===== config.mk =====
export PLATFORM = sky130hd
export DESIGN_NAME = fifo_wr_arb
export DESIGN_NICKNAME = d
export VERILOG_FILES = /design/src/rtl/fifo_pkg.sv /design/src/rtl/rr_arb2.sv /design/src/rtl/fifo_wr_arb.sv
export SDC_FILE = /design/constraint.sdc
export NUM_CORES = 1
export LEC_CHECK = 0
export BUFFER_PORTS_ARGS = -buffer_cell sky130_fd_sc_hd__clkbuf_2
export CORE_ASPECT_RATIO = 0.75
export CORE_MARGIN = 8
export CORE_UTILIZATION = 40
export CTS_CLUSTER_DIAMETER = 30
export DETAILED_ROUTE_END_ITERATION = 6
export PLACE_DENSITY = 0.71
export SLEW_MARGIN = 25
export SYNTH_ARGS = -nofsm -noshare
export SYNTH_HDL_FRONTEND = slang
export SYNTH_SLANG_ARGS = --single-unit

===== constraint.sdc =====
create_clock -name clk -period 3.62 [get_ports clk]
set_clock_uncertainty 0.2 [all_clocks]
set_input_delay 0.362 -clock clk [delete_from_list [all_inputs] [get_ports clk]]
set_output_delay 0.362 -clock clk [all_outputs]
set_load 0.01 [all_outputs]

===== src/rtl/fifo_pkg.sv =====
`default_nettype none
// ============================================================================
// Module      : fifo_pkg
// Description : Shared types and default sizing for the arbitrated FIFO
//               write front-end.
// Revision    : 1.0 - initial release
// ============================================================================
package fifo_pkg;

    localparam int C_DEFAULT_SIZE      = 4;
    localparam int C_DEFAULT_DWIDTH    = 8;
    localparam int C_DEFAULT_AF_THRESH = 9;

    // Names the producer that wins when both request in the same cycle.
    typedef enum logic [0:0] {
        PRI0 = 1'b0,
        PRI1 = 1'b1
    } arb_state_t;

endpackage : fifo_pkg
`default_nettype wire


===== src/rtl/rr_arb2.sv =====
`default_nettype none
// ============================================================================
// Module      : rr_arb2
// Description : Two-way round-robin arbiter with combinational grants and a
//               registered priority state.
// Revision    : 1.0 - initial release
// ============================================================================
module rr_arb2
    import fifo_pkg::*;
(
    input  logic clk,
    input  logic rst,
    input  logic req0,
    input  logic req1,
    input  logic enable,
    output logic gnt0,
    output logic gnt1
);

    arb_state_t r_state;
    logic       w_allow;

    // Reset also masks grants so nothing is accepted in the reset cycle.
    assign w_allow = enable & ~rst;
    assign gnt0    = w_allow & req0 & (~req1 | (r_state == PRI0));
    assign gnt1    = w_allow & req1 & (~req0 | (r_state == PRI1));

    always_ff @(posedge clk) begin
        if (rst) begin
            r_state <= PRI0;
        end else if (gnt0) begin
            r_state <= PRI1;
        end else if (gnt1) begin
            r_state <= PRI0;
        end
    end

endmodule : rr_arb2
`default_nettype wire


===== src/rtl/fifo_wr_arb.sv =====
`default_nettype none
// ============================================================================
// Module      : fifo_wr_arb
// Description : Two-producer FIFO write arbiter with pointer, occupancy and
//               status flag generation for an external memory.
// Revision    : 1.0 - initial release
// ============================================================================
module fifo_wr_arb
    import fifo_pkg::*;
#(
    parameter int SIZE      = C_DEFAULT_SIZE,
    parameter int DWIDTH    = C_DEFAULT_DWIDTH,
    parameter int AF_THRESH = C_DEFAULT_AF_THRESH
) (
    input  logic              clk,
    input  logic              rst,
    input  logic              req0,
    input  logic              req1,
    input  logic [DWIDTH-1:0] data0,
    input  logic [DWIDTH-1:0] data1,
    output logic              gnt0,
    output logic              gnt1,
    input  logic              rd_en,
    output logic              rd_ack,
    output logic              w_en,
    output logic [DWIDTH-1:0] w_data,
    output logic [SIZE-1:0]   w_pointer,
    output logic [SIZE-1:0]   r_pointer,
    output logic [SIZE:0]     count,
    output logic              full,
    output logic              empty,
    output logic              a_flag
);

    localparam logic [SIZE:0] C_FULL_COUNT = {1'b1, {SIZE{1'b0}}};
    localparam logic [SIZE:0] C_AF_COUNT   = AF_THRESH[SIZE:0];

    logic [SIZE-1:0] r_wr_ptr;
    logic [SIZE-1:0] r_rd_ptr;
    logic [SIZE:0]   r_count;
    logic            w_cnt_full;
    logic            w_cnt_empty;

    assign w_cnt_full  = (r_count == C_FULL_COUNT);
    assign w_cnt_empty = (r_count == '0);

    rr_arb2 u_arb (
        .clk    (clk),
        .rst    (rst),
        .req0   (req0),
        .req1   (req1),
        .enable (~w_cnt_full),
        .gnt0   (gnt0),
        .gnt1   (gnt1)
    );

    assign w_en   = gnt0 | gnt1;
    assign w_data = gnt0 ? data0 : (gnt1 ? data1 : '0);
    assign rd_ack = rd_en & ~w_cnt_empty & ~rst;

    // Flags read as "reset" during the reset cycle, before count has cleared.
    assign empty  = w_cnt_empty | rst;
    assign full   = w_cnt_full & ~rst;
    assign a_flag = (r_count > C_AF_COUNT) & ~rst;

    assign w_pointer = r_wr_ptr;
    assign r_pointer = r_rd_ptr;
    assign count     = r_count;

    always_ff @(posedge clk) begin
        if (rst) begin
            r_wr_ptr <= '0;
            r_rd_ptr <= '0;
            r_count  <= '0;
        end else begin
            if (w_en) begin
                r_wr_ptr <= r_wr_ptr + 1'b1;
            end
            if (rd_ack) begin
                r_rd_ptr <= r_rd_ptr + 1'b1;
            end
            case ({w_en, rd_ack})
                2'b10:   r_count <= r_count + 1'b1;
                2'b01:   r_count <= r_count - 1'b1;
                default: r_count <= r_count;
            endcase
        end
    end

endmodule : fifo_wr_arb
`default_nettype wire


After elaboration in Yosys (flattened, before gate mapping). Index checks and enable logic that the tools add are counted.

Flip-flop bits (word level): 14. Bits of input ports: 21. Word-level logic and storage cells: 39. Output and inout port bits: 28.

Bitwise logic cells: 19. Equality and inequality tests: 3. $lt $le $gt $ge: 1. $add $sub $neg: 4. Reduce and logical (&&, ||, !) cells: 3. Mux-type cells: 5.

Operator list (number): 8-bit 2-to-1 mux (2); 5-bit one-hot mux with 2 select lines (1); 1-bit bitwise AND (9); 4-bit by 1-bit adder with 4-bit output, second input constant (2); 1-bit NOT (6); 5-bit by 1-bit adder with 5-bit output, second input constant (1); 5-bit == test, second input constant (1); 5-bit by 4-bit greater-than comparator with 1-bit output, second input constant (1); 5-bit logical NOT (1); 5-bit by 1-bit subtractor with 5-bit output, second input constant (1); 1-bit bitwise OR (4); 2-bit nonzero test (2); 2-bit by 1-bit == test with 1-bit output, second input constant (1); 2-bit == test, second input constant (1); 1-bit 2-to-1 mux (2).

Logic depth before layout (Yosys ltp). Gate-level depths: netlist (run 1).

Word-level depth: 8. Depth in mapped cells: 12. Gate-level depth less buffers: 10.

Hierarchy. Synthesis (run 1) repeated with hierarchy kept, for this count alone.

Cells, all modules: 113. Area, all modules: 970.9 µm².

Modules (own cells, without submodules): fifo_wr_arb (cells an instance 104, area an instance 895.9 µm², instances 1); rr_arb2 (cells an instance 9, area an instance 75.1 µm², instances 1).

Worst setup path after synthesis (run 1). OpenSTA, ideal clock, no wires.

Path type: register -> register. Start: register r_count[1], in the netlist count[1]. End: register r_count[2], in the netlist count[2]. Buffers on the path: 2. Period minus slack after synthesis: 3.082 ns. Stages on the path, launching flop included: 13. Slack: 0.538 ns. Library setup time: 0.071 ns. Data required time: 3.349 ns. Data arrival time: 2.811 ns. Cell sequence: dfxtp_1 > buf_6 > or4_4 > o21ai_4 > nor2_1 > ha_1 > clkbuf_1 > xor2_1 > ha_1 > a21o_1 > xnor2_1 > or3_1 > a21oi_1.

RTL lines: from (decl) (line fifo_wr_arb.sv:40) `logic [SIZE:0] r_count;`; from (signal assigned) (line fifo_wr_arb.sv:83) `2'b10: r_count <= r_count + 1'b1;`; from (signal assigned) (line fifo_wr_arb.sv:84) `2'b01: r_count <= r_count - 1'b1;`; from (signal assigned) (line fifo_wr_arb.sv:85) `default: r_count <= r_count;`; 5-bit logical NOT (*) (line fifo_wr_arb.sv:45) `assign w_cnt_empty = (r_count == '0);`; 1-bit NOT (*) (line fifo_wr_arb.sv:59) `assign rd_ack = rd_en & ~w_cnt_empty & ~rst;`; 1-bit bitwise AND (*) (2 in series) (line fifo_wr_arb.sv:59); net rd_ack (line fifo_wr_arb.sv:24) `output logic rd_ack,`; 2-bit by 1-bit == test with 1-bit output / 2-bit == test (equally long branches) (line fifo_wr_arb.sv:82) `case ({w_en, rd_ack})`; 5-bit one-hot mux with 2 select lines / 2-bit nonzero test (equally long branches).

The timed path passes the listed nets; every way through them passes the cells marked *. A chain may end at the register's enable or synchronous reset.

Worst setup path after layout (run 1).
Start: register r_count[2], in the netlist count[2]. End: register r_count[4], in the netlist count[4].

Cells in the longest elaborated chain, start to end: 8.

RTL lines: 5-bit == test (line fifo_wr_arb.sv:44) `assign w_cnt_full = (r_count == C_FULL_COUNT);`; 1-bit NOT (line fifo_wr_arb.sv:52) `.enable (~w_cnt_full),`; 1-bit bitwise AND (line rr_arb2.sv:24) `assign w_allow = enable & ~rst;`; 1-bit bitwise AND (on tied branches) (2 in series) (line rr_arb2.sv:25, rr_arb2.sv:26); 1-bit bitwise OR (line fifo_wr_arb.sv:57) `assign w_en = gnt0 | gnt1;`; 2-bit by 1-bit == test with 1-bit output / 2-bit == test (equally long branches) (line fifo_wr_arb.sv:82); 5-bit one-hot mux with 2 select lines / 2-bit nonzero test (equally long branches).

Parallel ways exist; a longest one is shown, timed or not.

==> run_summary.xml, run 1 <==
<?xml version="1.0" encoding="UTF-8"?>
<metrics>
  <group name="global_route">
    <metric name="first_pass_grt_wire_length" unit="um">4970</metric>
    <metric name="number_of_global_route_vias_before_repair" unit="">1039</metric>
    <metric name="global_route.usage.total" unit="%">14.4</metric>
    <metric name="grt_max_degree" unit="">21</metric>
    <metric name="grt_overflow" unit="">0</metric>
    <metric name="grt_antenna_before_repair" unit="">0</metric>
  </group>
  <group name="clock_tree">
    <metric name="cts.reportedPaths.clkPinSlew" unit="ns">0.08</metric>
    <metric name="post_cts_resize_count" unit="">0</metric>
    <metric name="htree_num_levels" unit="">1</metric>
    <metric name="tritoncts_buffer_count" unit="">3</metric>
    <metric name="worstSkewPairLatency" unit="ns">0.28</metric>
    <metric name="cts.sinks" unit="">14</metric>
    <metric name="cts_root_buf" unit="">sky130_fd_sc_hd__clkbuf_4</metric>
    <metric name="post-cts-setup-buffers" unit="">0</metric>
    <metric name="cts-hold-fix-buffers" unit="">0</metric>
    <metric name="cts_tree" unit="">yes</metric>
    <metric name="cts.path.max_buffers" unit="">2</metric>
  </group>
  <group name="routing">
    <metric name="wire_per_inst" unit="um">15.6</metric>
    <metric name="drt_pass1_iterations" unit="">4</metric>
    <metric name="drt_iter0_drc" unit="">61</metric>
    <metric name="drt-vias-per-instance" unit="">5.39</metric>
    <metric name="totalWireLength" unit="um">3140</metric>
    <metric name="detail-route-antenna-nets" unit="">0</metric>
    <metric name="post-route-drc-count" unit="">0</metric>
    <metric name="detailroute.via_count" unit="">1083</metric>
  </group>
  <group name="floorplan">
    <metric name="die_extent_in_x" unit="um">74.1</metric>
    <metric name="initial_core_util" unit="%">43.1</metric>
    <metric name="chipHeight" unit="um">59.5</metric>
    <metric name="die_outline_area" unit="sq um">4410</metric>
    <metric name="core.rowCount" unit="">15</metric>
    <metric name="core_area" unit="sq um">2350</metric>
    <metric name="num_io_pins" unit="">49</metric>
  </group>
  <group name="critical_path">
    <metric name="cell_by_cell_listing_of_the_critical_path" unit="">or4_4, o21ai_4, nor2_1, ha_1, ha_1, nand2b_1, o31a_1, a2111o_1, nand4_1</metric>
    <metric name="critical-path-max-stage-delay" unit="ns">0.60</metric>
    <metric name="cp_data_arrival_time" unit="ns">3.13</metric>
    <metric name="timing.critical_path.buf_inv" unit="">0</metric>
    <metric name="critical_path_class" unit="">reg -&gt; reg</metric>
    <metric name="worst_setup_path_end_kind" unit="">flop</metric>
    <metric name="timing.critical_path.fanout_max" unit="">12</metric>
    <metric name="worstSetupStartpointType" unit="">flop</metric>
    <metric name="crit_family" unit="">simple AND/OR/NAND/NOR gates</metric>
    <metric name="crit_path_frequent_cell" unit="">sky130_fd_sc_hd__ha_1</metric>
    <metric name="cp_data_required_time" unit="ns">3.64</metric>
    <metric name="worst_path_max_delay_cell" unit="">sky130_fd_sc_hd__or4_4</metric>
  </group>
  <group name="timing">
    <metric name="grt_setup_unrepaired" unit="">no</metric>
    <metric name="finalHoldViolCount" unit="">0</metric>
    <metric name="timing.max_slew.rel_slack" unit="%">55.5</metric>
    <metric name="setup_tns" unit="ns">0</metric>
    <metric name="max_freq" unit="MHz">321</metric>
    <metric name="slew_viol_final" unit="">0</metric>
    <metric name="finalSetupViolCount" unit="">0</metric>
    <metric name="worst_slack" unit="ns">0.509</metric>
    <metric name="final.period_utilization" unit="%">85.9</metric>
    <metric name="tightestPinTransition" unit="ns">0.666</metric>
    <metric name="final_critical_path_time_including_i_o_delays_and_setup" unit="ns">3.11</metric>
  </group>
  <group name="finish">
    <metric name="area_growth_syn_to_layout" unit="%">27.1</metric>
    <metric name="final.fill_count" unit="">224</metric>
    <metric name="num-nets-final" unit="">196</metric>
    <metric name="final_util" unit="%">54.8</metric>
    <metric name="post-route-cell-area" unit="sq um">1280</metric>
    <metric name="drive_gt1_share" unit="%">35.3</metric>
    <metric name="antenna_cells_inserted" unit="">0</metric>
  </group>
  <group name="synth">
    <metric name="synth_seq_cells" unit="">14</metric>
    <metric name="synth-edff-count" unit="">0</metric>
    <metric name="post_synth_num_cell_types" unit="">43</metric>
    <metric name="synth_top_cells_by_area" unit="">sky130_fd_sc_hd__dfxtp_1 28%, sky130_fd_sc_hd__nor2_1 7.8%, sky130_fd_sc_hd__ha_1 7.4%, sky130_fd_sc_hd__a22oi_1 5.9%, sky130_fd_sc_hd__xor2_1 3.5%</metric>
    <metric name="postSynthCellCount" unit="">122</metric>
    <metric name="synth_async_sr_flop_share" unit="%">0</metric>
    <metric name="yosys.area.top_type_share" unit="%">27.7</metric>
    <metric name="syn_nets" unit="">149</metric>
    <metric name="syn-cell-area" unit="sq um">1010</metric>
    <metric name="synth.yosys.seq_area_share" unit="%">27.7</metric>
    <metric name="synth_area_per_cell" unit="sq um">8.29</metric>
    <metric name="yosys_warnings" unit="">0</metric>
    <metric name="cell_type_with_the_largest_total_area_after_synthesis" unit="">sky130_fd_sc_hd__dfxtp_1</metric>
    <metric name="postSynth.topFlopCell" unit="">sky130_fd_sc_hd__dfxtp_1</metric>
  </group>
  <group name="placement">
    <metric name="dp_slack" unit="ns">0.565</metric>
    <metric name="detailed_place.area" unit="sq um">1260</metric>
    <metric name="port-buffer-count" unit="">48</metric>
    <metric name="routabilityCongestion" unit="">0.835</metric>
    <metric name="detailed_place_hpwl" unit="um">2510</metric>
  </group>
  <group name="worst_hold_path">
    <metric name="min_path_type" unit="">in -&gt; reg</metric>
  </group>
  <group name="pwr">
    <metric name="cellPowerDensity" unit="nW/um^2">555</metric>
    <metric name="total_power" unit="mW">0.714</metric>
    <metric name="total_leakage_power" unit="nW">0.601</metric>
    <metric name="irDropWorstVdd" unit="uV">326</metric>
  </group>
  <group name="outcome">
    <metric name="result_of_the_run" unit="">finished clean</metric>
  </group>
  <group name="run">
    <metric name="drv_cap" unit="">0</metric>
  </group>
</metrics>
[worst min-delay path, stage by stage]
cell,delay [ns]
sky130_fd_sc_hd__clkbuf_2,0.10
sky130_fd_sc_hd__nand3_1,0.08
sky130_fd_sc_hd__a31o_2,0.14
[cell usage after synthesis, types with 2 or more instances]
library cell and number:
sky130_fd_sc_hd__xor2_1 4, sky130_fd_sc_hd__nand3_1 3, sky130_fd_sc_hd__nand4_1 2, sky130_fd_sc_hd__a21oi_1 3, sky130_fd_sc_hd__xnor2_1 3, sky130_fd_sc_hd__buf_6 2, sky130_fd_sc_hd__a2111oi_0 2, sky130_fd_sc_hd__inv_1 7
sky130_fd_sc_hd__nand2_1 2, sky130_fd_sc_hd__nand2b_1 2, sky130_fd_sc_hd__o21ai_0 4, sky130_fd_sc_hd__ha_1 6, sky130_fd_sc_hd__o21ai_4 2, sky130_fd_sc_hd__nor4_1 2, sky130_fd_sc_hd__clkbuf_1 5, sky130_fd_sc_hd__dfxtp_1 14
sky130_fd_sc_hd__a32oi_1 2, sky130_fd_sc_hd__nor2b_1 2, sky130_fd_sc_hd__nor2_1 21, sky130_fd_sc_hd__a22oi_1 8, sky130_fd_sc_hd__a21boi_1 2, sky130_fd_sc_hd__o21a_1 2, sky130_fd_sc_hd__mux2i_1 2
[state kept, by name, indices dropped and copies added (netlist names)]
register	flops
u_arb.r_state	1
count	5
r_pointer	4
w_pointer	4
[power breakdown]
group | switching (mW) | internal (mW) | total, mW | leakage, nW
Sequential | 0.0624 | 0.187 | 0.249 | 0.114
Clock | 0.0495 | 0.0386 | 0.0881 | 0.0138
Combinational | 0.219 | 0.158 | 0.377 | 0.473
[worst paths after layout]
| kind | from | end | slack [ns] | cells past startpoint |
|---|---|---|---|---|
| worst max-delay path | count[2] | count[4] | 0.51 | 9 |
| worst min-delay path | req1 | u_arb.r_state | 0.23 | 3 |
| worst max register to register | count[2] | count[4] | 0.51 | 9 |
| worst min register to register | w_pointer[3] | w_pointer[3] | 0.30 | 2 |
[cell usage in the layout (no fill, tap or decap), types with 2 or more instances in the layout]
cell type	n
sky130_fd_sc_hd__clkbuf_2	48
sky130_fd_sc_hd__o21a_1	2
sky130_fd_sc_hd__clkbuf_4	3
sky130_fd_sc_hd__nand3_1	3
sky130_fd_sc_hd__buf_4	2
sky130_fd_sc_hd__nor2b_1	2
sky130_fd_sc_hd__nand2b_1	2
sky130_fd_sc_hd__nor4_1	2
sky130_fd_sc_hd__a21oi_1	3
sky130_fd_sc_hd__a21boi_1	2
sky130_fd_sc_hd__a32oi_1	2
sky130_fd_sc_hd__a22oi_1	8
sky130_fd_sc_hd__dfxtp_1	14
sky130_fd_sc_hd__xnor2_1	3
sky130_fd_sc_hd__a2111oi_0	2
sky130_fd_sc_hd__xor2_1	4
sky130_fd_sc_hd__inv_1	7
sky130_fd_sc_hd__ha_1	6
sky130_fd_sc_hd__nand2_1	2
sky130_fd_sc_hd__nand4_1	2
sky130_fd_sc_hd__o21ai_0	4
sky130_fd_sc_hd__mux2i_1	2
sky130_fd_sc_hd__nor2_1	21
sky130_fd_sc_hd__o21ai_4	2
[cell families after synthesis]
logic type	after synthesis	share of synthesized area (%)
flops	14	27.7
mux	2	1.98
compound gates	37	29.3
simple gates	41	20.3
fa+ha+maj	6	7.43
buf+inv	15	7.18
xor+xnor	7	6.06
[stage by stage]
stage                     hold slack, ns  cells
after floorplan                    0.284    122
after global placement             0.270    198
after detailed placement           0.288    198
after CTS                          0.223    201
after global routing               0.241    201
final                              0.227    201
[final cells by class]
class	instances	area, sq um	area share (%)
multi-input combinational	93	658	51.2
inverter	7	26.3	2.04
sequential	14	280	21.8
clock buffer	3	22.5	1.75
timing repair buffer	50	255	19.9
tap	34	42.5	3.31
[routing by layer]
metal | up-vias | share of wire (%) | global-route usage [%]
met1 | 501 | 45 | 17.7
li1 | 547 | - | -
met3 | 4 | 6.7 | 4.22
met4 | 0 | 1.2 | 3.97
met5 | - | 0 | 0
met2 | 31 | 47 | 23.4
Note: power is estimated with default switching activity, not from simulation.
==> run 2: changes to the inputs <==
Settings changed: PLACE_DENSITY 0.71 to 0.72, SYNTH_HIERARCHICAL set to 1.
==> run 2 against run 1 <==
  * Critical endpoint unchanged
  * Sequential share of layout area decreased by 0.17 points
  * Worst hold slack got worse by 0.041 ns
  * Clock-buffer cell count increased by 1
==> run_summary.xml, run 2 <==
<?xml version="1.0" encoding="UTF-8"?>
<metrics>
  <group name="floorplan">
    <metric name="die_extent_in_x" unit="um">72.9</metric>
    <metric name="core_area" unit="sq um">2310</metric>
    <metric name="core.rowCount" unit="">15</metric>
    <metric name="num_io_pins" unit="">49</metric>
    <metric name="initial_core_util" unit="%">42.1</metric>
    <metric name="chipHeight" unit="um">58.7</metric>
    <metric name="die_outline_area" unit="sq um">4280</metric>
  </group>
  <group name="timing">
    <metric name="setup_tns" unit="ns">0</metric>
    <metric name="finalHoldViolCount" unit="">0</metric>
    <metric name="finalSetupViolCount" unit="">0</metric>
    <metric name="tightestPinTransition" unit="ns">0.516</metric>
    <metric name="slew_viol_final" unit="">0</metric>
    <metric name="grt_setup_unrepaired" unit="">no</metric>
    <metric name="timing.max_slew.rel_slack" unit="%">65.5</metric>
    <metric name="max_freq" unit="MHz">292</metric>
    <metric name="final_critical_path_time_including_i_o_delays_and_setup" unit="ns">3.43</metric>
    <metric name="final.period_utilization" unit="%">94.7</metric>
    <metric name="hold_ws" unit="ns">0.186</metric>
    <metric name="worst_slack" unit="ns">0.191</metric>
  </group>
  <group name="critical_path">
    <metric name="crit_path_frequent_cell" unit="">sky130_fd_sc_hd__a21oi_1</metric>
    <metric name="cp_data_arrival_time" unit="ns">3.41</metric>
    <metric name="worstSetupStartpointType" unit="">flop</metric>
    <metric name="worst_path_max_delay_cell" unit="">sky130_fd_sc_hd__or4_4</metric>
    <metric name="critical_path_class" unit="">reg -&gt; reg</metric>
    <metric name="critical-path-max-stage-delay" unit="ns">0.59</metric>
    <metric name="worst_setup_path_end_kind" unit="">flop</metric>
    <metric name="timing.critical_path.fanout_max" unit="">10</metric>
    <metric name="timing.critical_path.buf_inv" unit="">1</metric>
    <metric name="cell_by_cell_listing_of_the_critical_path" unit="">or4_4, or2_2, nand3b_1, a21oi_1, nor2_2, buf_4, ha_1, mux2i_1, a21oi_1, o32ai_1, mux2_2</metric>
    <metric name="crit_family" unit="">simple AND/OR/NAND/NOR gates</metric>
    <metric name="cp_data_required_time" unit="ns">3.60</metric>
  </group>
  <group name="synth">
    <metric name="synth_area_per_cell" unit="sq um">8.59</metric>
    <metric name="yosys_warnings" unit="">6</metric>
    <metric name="postSynthCellCount" unit="">113</metric>
    <metric name="post_synth_most_frequent_cells" unit="">14 x sky130_fd_sc_hd__dfxtp_1, 12 x sky130_fd_sc_hd__nor2_1, 9 x sky130_fd_sc_hd__a21oi_1</metric>
    <metric name="synth_top_cells_by_area" unit="">sky130_fd_sc_hd__dfxtp_1 29%, sky130_fd_sc_hd__ha_1 7.7%, sky130_fd_sc_hd__a22o_1 7.2%, sky130_fd_sc_hd__xor2_1 5.4%, sky130_fd_sc_hd__a21oi_1 4.6%</metric>
    <metric name="synth.yosys.seq_area_share" unit="%">28.9</metric>
    <metric name="syn-cell-area" unit="sq um">971</metric>
    <metric name="yosys.area.top_type_share" unit="%">28.9</metric>
    <metric name="syn_nets" unit="">140</metric>
    <metric name="post-synth-top-count-cell" unit="">sky130_fd_sc_hd__dfxtp_1</metric>
    <metric name="synth-edff-count" unit="">0</metric>
    <metric name="synth_seq_cells" unit="">14</metric>
    <metric name="post_synth_num_cell_types" unit="">38</metric>
    <metric name="postSynth.topFlopCell" unit="">sky130_fd_sc_hd__dfxtp_1</metric>
    <metric name="synth_async_sr_flop_share" unit="%">0</metric>
    <metric name="cell_type_with_the_largest_total_area_after_synthesis" unit="">sky130_fd_sc_hd__dfxtp_1</metric>
  </group>
  <group name="clock_tree">
    <metric name="post_cts_resize_count" unit="">0</metric>
    <metric name="cts.path.max_buffers" unit="">2</metric>
    <metric name="cts.reportedPaths.clkPinSlew" unit="ns">0.09</metric>
    <metric name="tritoncts_buffer_count" unit="">3</metric>
    <metric name="cts-hold-fix-buffers" unit="">0</metric>
    <metric name="cts_root_buf" unit="">sky130_fd_sc_hd__clkbuf_4</metric>
    <metric name="post-cts-setup-buffers" unit="">0</metric>
    <metric name="cts_tree" unit="">yes</metric>
    <metric name="cts.sinks" unit="">14</metric>
    <metric name="worstSkewPairLatency" unit="ns">0.29</metric>
    <metric name="htree_num_levels" unit="">1</metric>
  </group>
  <group name="routing">
    <metric name="drt_pass1_iterations" unit="">4</metric>
    <metric name="detail-route-antenna-nets" unit="">0</metric>
    <metric name="totalWireLength" unit="um">2860</metric>
    <metric name="drt-vias-per-instance" unit="">5.17</metric>
    <metric name="detailroute.via_count" unit="">1018</metric>
    <metric name="drt_iter0_drc" unit="">62</metric>
    <metric name="post-route-drc-count" unit="">0</metric>
    <metric name="wire_per_inst" unit="um">14.5</metric>
  </group>
  <group name="global_route">
    <metric name="global_route.usage.total" unit="%">13.0</metric>
    <metric name="number_of_global_route_vias_before_repair" unit="">1019</metric>
    <metric name="grt_antenna_before_repair" unit="">0</metric>
    <metric name="first_pass_grt_wire_length" unit="um">4460</metric>
    <metric name="grt_max_degree" unit="">12</metric>
    <metric name="grt_overflow" unit="">0</metric>
  </group>
  <group name="pwr">
    <metric name="irDropWorstVdd" unit="uV">250</metric>
    <metric name="total_power" unit="mW">0.551</metric>
    <metric name="total_leakage_power" unit="nW">0.633</metric>
    <metric name="cellPowerDensity" unit="nW/um^2">426</metric>
  </group>
  <group name="worst_hold_path">
    <metric name="min_path_type" unit="">in -&gt; reg</metric>
  </group>
  <group name="placement">
    <metric name="dp_slack" unit="ns">0.188</metric>
    <metric name="port-buffer-count" unit="">48</metric>
    <metric name="detailed_place_hpwl" unit="um">2350</metric>
    <metric name="dpl.cell_count" unit="">193</metric>
    <metric name="routabilityCongestion" unit="">0.851</metric>
  </group>
  <group name="finish">
    <metric name="num-nets-final" unit="">191</metric>
    <metric name="post_layout_nonfiller_instances" unit="">197</metric>
    <metric name="largest_register_ffs" unit="">5</metric>
    <metric name="mostFrequentLayoutCells" unit="">48 x sky130_fd_sc_hd__clkbuf_2, 14 x sky130_fd_sc_hd__dfxtp_1, 11 x sky130_fd_sc_hd__nor2_1</metric>
    <metric name="most_frequent_standard_cell_in_the_layout_excluding_fill_and_tap_cells" unit="">sky130_fd_sc_hd__clkbuf_2</metric>
    <metric name="antenna_cells_inserted" unit="">0</metric>
    <metric name="area_growth_syn_to_layout" unit="%">33.4</metric>
    <metric name="drive_gt1_share" unit="%">42.3</metric>
  </group>
  <group name="outcome">
    <metric name="result_of_the_run" unit="">finished clean</metric>
  </group>
  <group name="run">
    <metric name="drv_cap" unit="">0</metric>
  </group>
</metrics>
-- run 2: where the power goes --
group | total (mW) | internal [mW] | switching, mW
combinational | 0.242 | 0.107 | 0.135
clock | 0.116 | 0.0613 | 0.0543
sequential | 0.194 | 0.172 | 0.0217
total | 0.551 | 0.340 | 0.211
-- run 2: layout make-up --
| class | count | area, sq um |
|---|---|---|
| Sequential cell | 14 | 280 |
| Fill cell | 218 | 1010 |
| Clock buffer | 4 | 36.3 |
| Tap cell | 34 | 42.5 |
| Inverter | 8 | 30.0 |
| Timing Repair Buffer | 53 | 278 |
| Multi-Input combinational cell | 84 | 628 |
-- run 2: cell families after synthesis --
kind of cell	synth area share (%)
AOI/OAI and AO/OA	26.4
and+or+nand+nor	18.6
buffers and inverters	7.99
DFF	28.9
xor gates and xnor gates	7.22
adders and majority gates	7.73
muxes	3.22
-- run 2: path summary, 6_finish.rpt --
| kind | startpoint | to | slack, ns | cells after the start |
|---|---|---|---|---|
| worst max-delay path | count[0] | count[4] | 0.19 | 11 |
| worst max register to register | count[0] | count[4] | 0.19 | 11 |
| worst min register to register | r_pointer[3] | r_pointer[3] | 0.29 | 2 |
| worst min-delay path | rst | r_pointer[3] | 0.19 | 2 |
-- run 2: metal layers --
layer  track usage, %  wire length, um  vias to the layer above
met5                0                0                        -
met4             2.27                6                        0
met3             5.59              175                        2
met2             23.5             1510                       31
met1             13.9             1170                      477
li1                 -                -                      508
-- run 2: metrics by stage --
stage	area, sq um	utilization, %
global route	1290	56.1
floorplan	973	-
global placement	1250	54.0
detailed placement	1250	54.0
finish	1290	56.1
CTS	1280	55.6
-- run 2: worst register-to-register path, delay by kind of cell (launching register included) --
| kind | cells | cell delay, ns |
|---|---|---|
| AO/OA/AOI/OAI | 3 | 0.48 |
| adder cells (fa/ha/maj) | 1 | 0.33 |
| buffers and inverters | 1 | 0.15 |
| flip-flops | 1 | 0.38 |
| multiplexers | 2 | 0.57 |
| AND/OR/NAND/NOR | 4 | 1.21 |
